$ cat src/rtl/inst_fetch_ctrl.sv
// Instruction fetch controller: program counter, ROM address generation and a
// 2-entry prefetch queue feeding decode over a valid/ready handshake.
// Optional macro FETCH_BOUND_CHECK_EN: fetches at or beyond 4*ROM_WORDS stop
// the fetcher in a sticky FAULT state instead of aliasing through the ROM.
module inst_fetch_ctrl #(
  parameter logic [31:0] RESET_PC  = 32'h0000_0000,
  parameter int unsigned ROM_WORDS = 32
) (
  input  logic        Clk,
  input  logic        Clrn,
  output logic [31:0] Addr,
  input  logic [31:0] Inst,
  output logic        Valid,
  output logic [31:0] InstOut,
  output logic [31:0] PcOut,
  input  logic        Ready,
  input  logic        Redirect,
  input  logic [31:0] Target,
  input  logic        Halt,
  output logic        Fault
);

  localparam logic [31:0] ROM_BYTES        = 32'(ROM_WORDS * 4);
  localparam logic [31:0] RESET_PC_ALIGNED = {RESET_PC[31:2], 2'b00};

  localparam logic [1:0] ST_RUN   = 2'd0;
  localparam logic [1:0] ST_HOLD  = 2'd1;
`ifdef FETCH_BOUND_CHECK_EN
  localparam logic [1:0] ST_FAULT = 2'd2;
`endif

  logic [31:0] fetchPc_q, fetchPc_d;
  logic [31:0] headPc_q, headPc_d;
  logic [31:0] headInst_q, headInst_d;
  logic [31:0] tailPc_q, tailPc_d;
  logic [31:0] tailInst_q, tailInst_d;
  logic [1:0]  count_q, count_d;
  logic [1:0]  state_q, state_d;

  logic        pop;
  logic        canTake;
  logic        fetchSlot;
  logic        outOfRange;
  logic        push;
  logic [1:0]  remaining;
  logic        unusedTargetBits;

  assign unusedTargetBits = ^Target[1:0];

`ifdef FETCH_BOUND_CHECK_EN
  assign outOfRange = (fetchPc_q >= ROM_BYTES);
  assign Fault      = (state_q == ST_FAULT);
`else
  logic unusedRomBytes;
  assign unusedRomBytes = ^ROM_BYTES;
  assign outOfRange     = 1'b0;
  assign Fault          = 1'b0;
`endif

  assign Addr    = fetchPc_q;
  assign Valid   = (count_q != 2'd0);
  assign InstOut = headInst_q;
  assign PcOut   = headPc_q;

  // Handshake qualifiers: a fetch slot exists when running, not halted, not
  // redirecting and the queue has (or is freeing) a free entry.
  always_comb begin
    pop       = Valid && Ready;
    canTake   = (count_q != 2'd2) || pop;
    fetchSlot = (state_q == ST_RUN) && !Halt && canTake && !Redirect;
    push      = fetchSlot && !outOfRange;
    remaining = count_q - {1'b0, pop};
  end

  // Queue and PC update; a redirect flushes everything but leaves the head
  // registers holding their last value so the outputs never go unknown.
  always_comb begin
    fetchPc_d  = fetchPc_q;
    headPc_d   = headPc_q;
    headInst_d = headInst_q;
    tailPc_d   = tailPc_q;
    tailInst_d = tailInst_q;
    count_d    = count_q;
    if (Redirect) begin
      count_d   = 2'd0;
      fetchPc_d = {Target[31:2], 2'b00};
    end else begin
      if (pop && (count_q == 2'd2)) begin
        headPc_d   = tailPc_q;
        headInst_d = tailInst_q;
      end
      if (push) begin
        fetchPc_d = fetchPc_q + 32'd4;
        if (remaining == 2'd0) begin
          headPc_d   = fetchPc_q;
          headInst_d = Inst;
        end else begin
          tailPc_d   = fetchPc_q;
          tailInst_d = Inst;
        end
      end
      count_d = remaining + {1'b0, push};
    end
  end

  // Fetch state: halt parks the fetcher, a redirect never changes the parked
  // state, and an out-of-range fetch attempt latches FAULT until reset.
  always_comb begin
    state_d = state_q;
    case (state_q)
      ST_RUN: begin
        if (Halt) begin
          state_d = ST_HOLD;
        end else if (fetchSlot && outOfRange) begin
`ifdef FETCH_BOUND_CHECK_EN
          state_d = ST_FAULT;
`endif
        end
      end
      ST_HOLD: begin
        if (!Halt && !Redirect) begin
          state_d = ST_RUN;
        end
      end
      default: begin
        state_d = state_q;
      end
    endcase
  end

  // State registers; reset discards the queue immediately.
  always_ff @(posedge Clk or negedge Clrn) begin
    if (!Clrn) begin
      fetchPc_q  <= RESET_PC_ALIGNED;
      headPc_q   <= 32'd0;
      headInst_q <= 32'd0;
      tailPc_q   <= 32'd0;
      tailInst_q <= 32'd0;
      count_q    <= 2'd0;
      state_q    <= ST_RUN;
    end else begin
      fetchPc_q  <= fetchPc_d;
      headPc_q   <= headPc_d;
      headInst_q <= headInst_d;
      tailPc_q   <= tailPc_d;
      tailInst_q <= tailInst_d;
      count_q    <= count_d;
      state_q    <= state_d;
    end
  end

endmodule

$ cat config.mk
export PLATFORM = sky130hd
export DESIGN_NAME = inst_fetch_ctrl
export DESIGN_NICKNAME = d
export VERILOG_FILES = /design/src/rtl/inst_fetch_ctrl.sv
export SDC_FILE = /design/constraint.sdc
export NUM_CORES = 1
export LEC_CHECK = 0
export BUFFER_PORTS_ARGS = -buffer_cell sky130_fd_sc_hd__buf_2
export CORE_MARGIN = 2
export CORE_UTILIZATION = 58
export DETAILED_ROUTE_END_ITERATION = 8
export PLACE_DENSITY_LB_ADDON = 0.08
export SYNTH_ARGS = -nofsm -noshare
export SYNTH_HDL_FRONTEND = slang
export SYNTH_SLANG_ARGS = --single-unit
$ cat constraint.sdc
create_clock -name Clk -period 6.9 [get_ports Clk]
set_input_delay 0.345 -clock Clk [delete_from_list [all_inputs] [get_ports Clk]]
set_output_delay 0.345 -clock Clk [all_outputs]
set_load 0.01 [all_outputs]
# == Word-level counts from Yosys, hierarchy flattened ==
# Cells that the tools add are included.
# totals
n_memories,0
inputBits,69
romBits,0
latchBits,0
wordCells,45
reg_bits,164
ram_bits,0
# op_classes
addsub,3
reduce_logical,16
mux,12
n_div,0
shifts,0
eq_ne,5
magnitude_cmp,0
multipliers,0
n_bitwise,2
# ops
op,count
$mux 32,8
$add 32x3->32 const B,1
$logic_and 1x1->1,6
$mux 2,3
$ne 2x2->1 const B,3
$reduce_and 3->1,2
$reduce_bool 2->1,3
$logic_not 2->1,2
$pmux 2 s2,1
$add 2x1->2,1
$eq 2x1->1 const B,1
$eq 2x2->1 const B,1
$logic_not 1->1,2
$not 1->1,2
$sub 2x1->2,1
$logic_or 1x1->1,1

# == Depth between registers and ports, before layout ==
# Gate-level depths: netlist of the first run.
# logic_depth
depth_word,7
ltp_mapped,10

# == Worst setup path before layout of the first run ==
# No wires, ideal clock.
# synth_path
path_kind,reg2reg
startpoint,register count_q[1]
endpoint,register tailInst_q[0]
t_required_ns,6.775
n_path_buf,2
period_less_slack_ns,2.582
arrival_ns,2.457
setup_slack_ns,4.318
setup_ns,0.125
path_stages_with_launch,10
cell_sequence,dfrtp_1 > or2_2 > and2_1 > ha_1 > xnor2_1 > and2_1 > clkbuf_1 > nor3_2 > buf_2 > mux2_2
# synth_via
elab_chain_cells,6
word_cells_on_any_way,10
cone_classes,add/sub (1); eq/ne (1); bitwise (1); reduce/logical (7)
# synth_rtl
element,line_no,text
start: declaration,37,"logic [1:0] count_q, count_d;"
start signal: assignment,147,count_q <= count_d;
$reduce_bool 2->1 (*),61,assign Valid = (count_q != 2'd0);
named net Valid,13,"output logic Valid,"
$logic_and 1x1->1 (*),68,pop = Valid && Ready;
$sub 2x1->2 or $logic_or 1x1->1 (tied branches),"72, 69",
$logic_not 2->1 or $logic_and 1x1->1 (tied branches),"94, 70",
$not 1->1 (no source line) or $logic_and 1x1->1 (tied branches),n/a,
$reduce_and 3->1 (no source line) (*),n/a,
end signal: assignment,146,tailInst_q <= tailInst_d;
end: declaration,36,"logic [31:0] tailInst_q, tailInst_d;"
# The timed path passes the listed nets; every way through them passes the cells marked *.
# A chain may end at the register's enable or synchronous reset.

# == Final worst setup path of the first run ==
# layout_path
startpoint,register count_q[1]
endpoint,"register headInst_q[23], in the netlist InstOut[23]"
# layout_via
elab_chain_cells,6
word_cells_on_any_way,13
cone_classes,add/sub (1); eq/ne (2); mux (3); reduce/logical (7)
# layout_rtl
element,line_no,text
$reduce_bool 2->1,61,
$logic_and 1x1->1,68,
$sub 2x1->2 (tied with other cells),72,"remaining = count_q - {1'b0, pop};"
$logic_not 2->1 (tied with other cells),94,if (remaining == 2'd0) begin
$mux 32 or $logic_and 1x1->1 (tied branches),"94, 70",
$mux 32 (*),92,if (push) begin
end signal: assignment,144,headInst_q <= headInst_d;
end: declaration,34,"logic [31:0] headInst_q, headInst_d;"
# Mark *: on every way between the ends. The rest lies on a longest branch, timed or not.

==> flow_metrics.env, run 1 <==
export IMPL_final_util_pct=70.94
export IMPL_tightest_slew_ns=0.9629
export IMPL_cts_max_level=4
export IMPL_finalSetupViolations=0
export IMPL_seq_area_frac_synth_pct=53.89
export IMPL_synth_area_top_cells="dfrtp_1, mux2_2, mux2i_1"
export IMPL_ios=167
export IMPL_vias=5889
export IMPL_post_drt_wl_per_cell_um=18.53
export IMPL_dpl_hpwl_mm=11.80
export IMPL_synth_top_area_cell="dfrtp_1"
export IMPL_numClockSinks=159
export IMPL_yosys_top_cells_count="dfrtp_1, nand3_1, mux2_2, o21ai_0, nand2_1"
export IMPL_drc_errors=0
export IMPL_drv_cap=0
export IMPL_synth_fa_ha_area_share_pct=0.5084
export IMPL_critPathKind="flip-flop to flip-flop"
export IMPL_synth_compound_area_share_pct=11.86
export IMPL_skew_ns=0.005642
export IMPL_dieArea_um2=13650
export IMPL_power_leakage_uw=0.003881
export IMPL_hold_ws_ns=0.03980
export IMPL_cts_root_buf="clkbuf_16"
export IMPL_synth_top_family_by_area="multiplexers"
export IMPL_status="complete, no violations"
export IMPL_cts_hold_buf=0
export IMPL_die_w_um=116.8
export IMPL_synth_edff_count=0
export IMPL_clock_latency_ns=0.42
export IMPL_cts_tree="done"
export IMPL_finalCriticalPeriod_ns=3.622
export IMPL_cts_buffer_depth=2
export IMPL_synth_seq_cells=159
export IMPL_synth_area_per_cell_um2=11.09
export IMPL_synth_mux_area_fraction_pct=15.15
export IMPL_cp_end_kind="flip-flop"
export IMPL_drive_gt1_share_pct=32.64
export IMPL_fin_crit_sh_pct=52.50
export IMPL_grt_pass1_vias=5862
export IMPL_synth_cells=666
export IMPL_report_final_slew_viol_count=0
export IMPL_required_ns=7.17
export IMPL_cts_made_buffers=17
export IMPL_clk_pin_slew_ns=0.06
export IMPL_fmax_ghz=0.2761
export IMPL_worst_slack_ns=3.278
export IMPL_max_slew_margin_pct=35.81
export IMPL_avgViaCountPerCell=5.961
export IMPL_multi_input_area_um2=3171
export IMPL_yosysMostFrequentCell="dfrtp_1"
export IMPL_grt_remaining_overflow=0
export IMPL_setup_tns_ns=0
export IMPL_wl_mm=18.30
export IMPL_crit_slowest_cell="buf_4"
export IMPL_grt_antenna_before_repair=0
export IMPL_synth_xor_area_share_pct=1.186
export IMPL_layout_nets=874
export IMPL_nFillCells=994
export IMPL_critical_path_n_buffers_inverters=2
export IMPL_synthArstFlopShare_pct=100.0
export IMPL_die_h_um=116.8
export IMPL_critical_path_max_fanout=63
export IMPL_worstPathCellList="or2_2 -> and2_1 -> ha_1 -> xnor2_1 -> and2_2 -> buf_4 -> and2_2 -> buf_4 -> o21ai_0"
export IMPL_drtPass1Iterations=5
export IMPL_hold_viol=0
export IMPL_post_cts_resized=0
export IMPL_ff_latch_area_um2=3979
export IMPL_critPathMaxStageDelay_ns=0.62
export IMPL_start_kind="flip-flop"
export IMPL_synth_distinct_cells=49
export IMPL_rows=41
export IMPL_grt_pass1_wl_mm=29.41
export IMPL_synth_top_area_share_pct=53.89
export IMPL_synth_area_um2=7383
export IMPL_critPathTopFamily="simple AND/OR/NAND/NOR gates"
export IMPL_yosysWarnings=0
export IMPL_arrival_ns=3.89
export IMPL_postRouteAntennaNets=0
export IMPL_ir_drop_mv=0.2593
export IMPL_postCtsSetupBuffers=0
export IMPL_p_per_area_nw_per_um2=407.8
export IMPL_area_delta_synth_final_pct=20.27
export IMPL_core_area_um2=12520
export IMPL_grt_max_degree=109
export IMPL_grt_total_usage_pct=27.99
export IMPL_rsz0062_at_grt="false"
export IMPL_io_buffers=161
export IMPL_hold_class="input port to async pin"
export IMPL_first_iter_violations=510
export IMPL_initial_utilization_pct=58.99
export IMPL_dp_slack_ns=3.328
export IMPL_gp_congestion=0.8541
export IMPL_yosys_most_used_dff="dfrtp_1"
export IMPL_synth_simple_area_share_pct=13.68
-- kinds of logic after synthesis --
kind of cell             after synthesis
adder cells (fa/ha/maj)                3
other                                  1
buffers and inverters                 60
multiplexers                         104
flip-flops                           159
AO/OA/AOI/OAI                        138
AND/OR/NAND/NOR                      191
XOR/XNOR                              10
-- where the power goes --
part           internal [µW]  switching [µW]
logic                    492             646
registers               1300             223
clock network            590             373
total                   2380            1240
-- placed cells by master (no fill, tap or decap), types with 6 or more instances in the layout --
cell and n:
nand3_1 60, buf_4 9, o21ai_0 56, mux2_2 57, nand4_1 10, o31ai_1 10
a21oi_1 26, buf_2 160, clkbuf_16 17, xnor2_1 7, nor4_1 6, nand2_1 44
or4_1 13, dfrtp_1 159, a221o_1 21, nor2_1 16, nor3_1 9, a31oi_1 13
mux2i_1 42
-- routing by layer --
layer / wire (µm) / global-route usage [%]
met3: 1266 / 7.003
met4: 360 / 10.90
met1: 7602 / 37.17
met2: 9074 / 44.78
met5: 0 / 0
-- path summary, 6_finish.rpt --
kind                            start  cells past startpoint  slack (ns)        endpoint
min                              Clrn                      1        0.04       PcOut[22]
max in group asynchronous        Clrn                      2        5.61  tailInst_q[20]
min reg2reg                  PcOut[0]                      1        0.48        PcOut[0]
min in group Clk           Target[12]                      3        0.13        Addr[12]
max reg2reg                count_q[1]                      9        3.28     InstOut[23]
max                        count_q[1]                      9        3.28     InstOut[23]
-- per-stage QoR --
stage / power, µW / cell area (µm²) / instances
2_1_floorplan: 2222 / 7391 / 668
3_3_place_gp: 2603 / 8263 / 955
3_5_place_dp: 2674 / 8263 / 955
4_1_cts: 3644 / 8877 / 987
5_1_grt: 3847 / 8877 / 987
6_report: 3621 / 8880 / 988
-- registers in the layout, indices dropped and copies added, names as in the netlist --
| signal | count |
|---|---|
| count_q | 2 |
| tailPc_q | 30 |
| Addr | 30 |
| PcOut | 32 |
| state_q | 1 |
| InstOut | 32 |
| tailInst_q | 32 |
-- final cells by class --
cell class / instances / share of cell area [%]
flip-flops and latches: 159 / 44.81
clock buffers: 20 / 5.143
multi-input cells: 449 / 35.71
diodes: 1 / 0.02818
repair buffers: 170 / 9.906
inverters: 5 / 0.2114
clock inverters: 12 / 1.775
well taps: 172 / 2.424
Note: power is estimated with default switching activity, not from simulation.
==> run 2, diff against run 1 <==
--- a/config.mk
+++ b/config.mk
@@ -7,7 +7,7 @@
 export LEC_CHECK = 0
 export BUFFER_PORTS_ARGS = -buffer_cell sky130_fd_sc_hd__buf_2
 export CORE_MARGIN = 2
-export CORE_UTILIZATION = 58
+export CORE_UTILIZATION = 54
 export DETAILED_ROUTE_END_ITERATION = 8
 export PLACE_DENSITY_LB_ADDON = 0.08
 export SYNTH_ARGS = -nofsm -noshare
==> constraint.sdc (replaced) <==
create_clock -name Clk -period 3.8 [get_ports Clk]
set_input_delay 0.19 -clock Clk [delete_from_list [all_inputs] [get_ports Clk]]
set_output_delay 0.19 -clock Clk [all_outputs]
set_load 0.01 [all_outputs]
==> flow_metrics.env, run 2 (same netlist as run 1, synthesis figures left out) <==
export IMPL_status="complete, no violations"
export IMPL_hold_ws_ns=0.01728
export IMPL_cts_max_level=4
export IMPL_finalCriticalPeriod_ns=2.799
export IMPL_post_cts_resized=0
export IMPL_postRouteAntennaNets=0
export IMPL_start_kind="flip-flop"
export IMPL_cts_buffer_depth=2
export IMPL_final_util_pct=69.53
export IMPL_cts_made_buffers=17
export IMPL_cts_tree="done"
export IMPL_drive_gt1_share_pct=31.56
export IMPL_grt_remaining_overflow=0
export IMPL_gp_congestion=0.7988
export IMPL_power_leakage_uw=0.004036
export IMPL_dieArea_um2=14620
export IMPL_die_w_um=120.9
export IMPL_crit_end="PcOut[24]"
export IMPL_clock_latency_ns=0.42
export IMPL_worstPathCellList="or2_2 -> and2_1 -> ha_1 -> xnor2_1 -> and2_2 -> buf_4 -> and2_2 -> buf_12 -> o21ai_0"
export IMPL_grt_total_usage_pct=26.42
export IMPL_reg2reg_to="PcOut[24]"
export IMPL_clk_pin_slew_ns=0.06
export IMPL_finalSetupViolations=0
export IMPL_hold_viol=0
export IMPL_first_iter_violations=443
export IMPL_report_final_slew_viol_count=0
export IMPL_cp_common_cell="and2_2"
export IMPL_rsz0062_at_grt="false"
export IMPL_fmax_ghz=0.3572
export IMPL_vias=6124
export IMPL_ir_drop_mv=0.4701
export IMPL_cts_root_buf="clkbuf_16"
export IMPL_critPathTopFamily="simple AND/OR/NAND/NOR gates"
export IMPL_fin_crit_sh_pct=73.67
export IMPL_grt_antenna_before_repair=0
export IMPL_critPathKind="flip-flop to flip-flop"
export IMPL_grt_max_degree=113
export IMPL_numClockSinks=159
export IMPL_crit_path_start="count_q[1]"
export IMPL_crit_slowest_cell="dfrtp_1"
export IMPL_required_ns=4.08
export IMPL_wl_mm=18.71
export IMPL_crit_cells=9
export IMPL_hold_class="input port to flip-flop"
export IMPL_cts_hold_buf=28
export IMPL_die_h_um=120.9
export IMPL_tightest_slew_ns=0.9992
export IMPL_cp_end_kind="flip-flop"
export IMPL_final_cell_mix="buf_2, dfrtp_1, nand3_1, mux2_2, o21ai_0"
export IMPL_io_buffers=161
export IMPL_core_area_um2=13300
export IMPL_critical_path_max_fanout=62
export IMPL_grt_pass1_vias=6067
export IMPL_rows=42
export IMPL_avgViaCountPerCell=5.992
export IMPL_grt_pass1_wl_mm=30.33
export IMPL_antenna_cells=0
export IMPL_skew_ns=0.007219
export IMPL_reg2regPathDepth=9
export IMPL_p_per_area_nw_per_um2=727.7
export IMPL_r2r_start="count_q[1]"
export IMPL_critPathMaxStageDelay_ns=0.43
export IMPL_ios=167
export IMPL_post_drt_wl_per_cell_um=18.31
export IMPL_final_common_cell="buf_2"
export IMPL_critical_path_n_buffers_inverters=2
export IMPL_max_slew_margin_pct=33.38
export IMPL_drc_errors=0
export IMPL_dpl_hpwl_mm=11.79
export IMPL_drv_cap=0
export IMPL_initial_utilization_pct=55.53
export IMPL_area_delta_synth_final_pct=25.20
export IMPL_arrival_ns=3.08
export IMPL_layout_nets=905
export IMPL_r2r_setup_slack_ns=1.00
export IMPL_nFillCells=1041
export IMPL_drtPass1Iterations=5
export IMPL_setup_tns_ns=0
export IMPL_postCtsSetupBuffers=0
## run 2: cell types whose count changed in the layout (fill, tap and decap cells not counted), sizes merged
cell	previous run	this run
clkbuf	20	22
inv	7	5
clkinvlp	3	2
diode	1	0
clkinv	4	3
bufinv	3	5
dlygate4sd3	0	28
buf	170	173
## run 2: layout make-up
cell class	count	area, µm²	share of cell area, %
multi-input combinational	449	3171	34.30
clock inverter	10	183.9	1.990
tap	176	220.2	2.382
timing repair buffer	201	1207	13.06
inverter	5	18.77	0.2030
clock buffer	22	464.2	5.022
sequential	159	3979	43.04
## run 2: per-layer routing
metal	GRT usage [%]	share of wire, %
met5	0	0
met3	6.109	6.0
met2	42.70	49
met4	8.212	1.6
met1	35.61	43
## run 2: worst min path at each step
stage                     startpoint        endpoint  slack, ns  cells after the start
after floorplan                 Clrn        Addr[10]      -0.11                      0
after global placement          Clrn       PcOut[21]       0.40                      1
after detailed placement        Clrn       PcOut[21]       0.40                      1
after CTS                   Inst[10]  tailInst_q[10]     0.0001                      2
after global routing        Inst[10]  tailInst_q[10]      0.006                      2
final                       Inst[10]     InstOut[10]       0.02                      3
## run 2: worst register-to-register path: stages, from the launching register on
cell and delay, ns:
dfrtp_1 0.43, or2_2 0.32, and2_1 0.16, ha_1 0.19, xnor2_1 0.29, and2_2 0.25
buf_4 0.33, and2_2 0.23, buf_12 0.28, o21ai_0 0.18
## run 2: report_power, final
part,total (µW),switching [µW],internal (µW)
clock network,1850,652,1200
logic,2120,1180,938
registers,2750,399,2360
## run 2: stage by stage
step                setup WS (ns)  area (µm²)  std cells  total power (µW)
floorplan                   1.218        7391        668              4035
global placement            1.141        8315        962              4764
detailed placement          1.015        8315        962              4879
CTS                        0.9968        9244       1022              6765
global route               0.8631        9244       1022              7103
finish                      1.001        9244       1022              6727
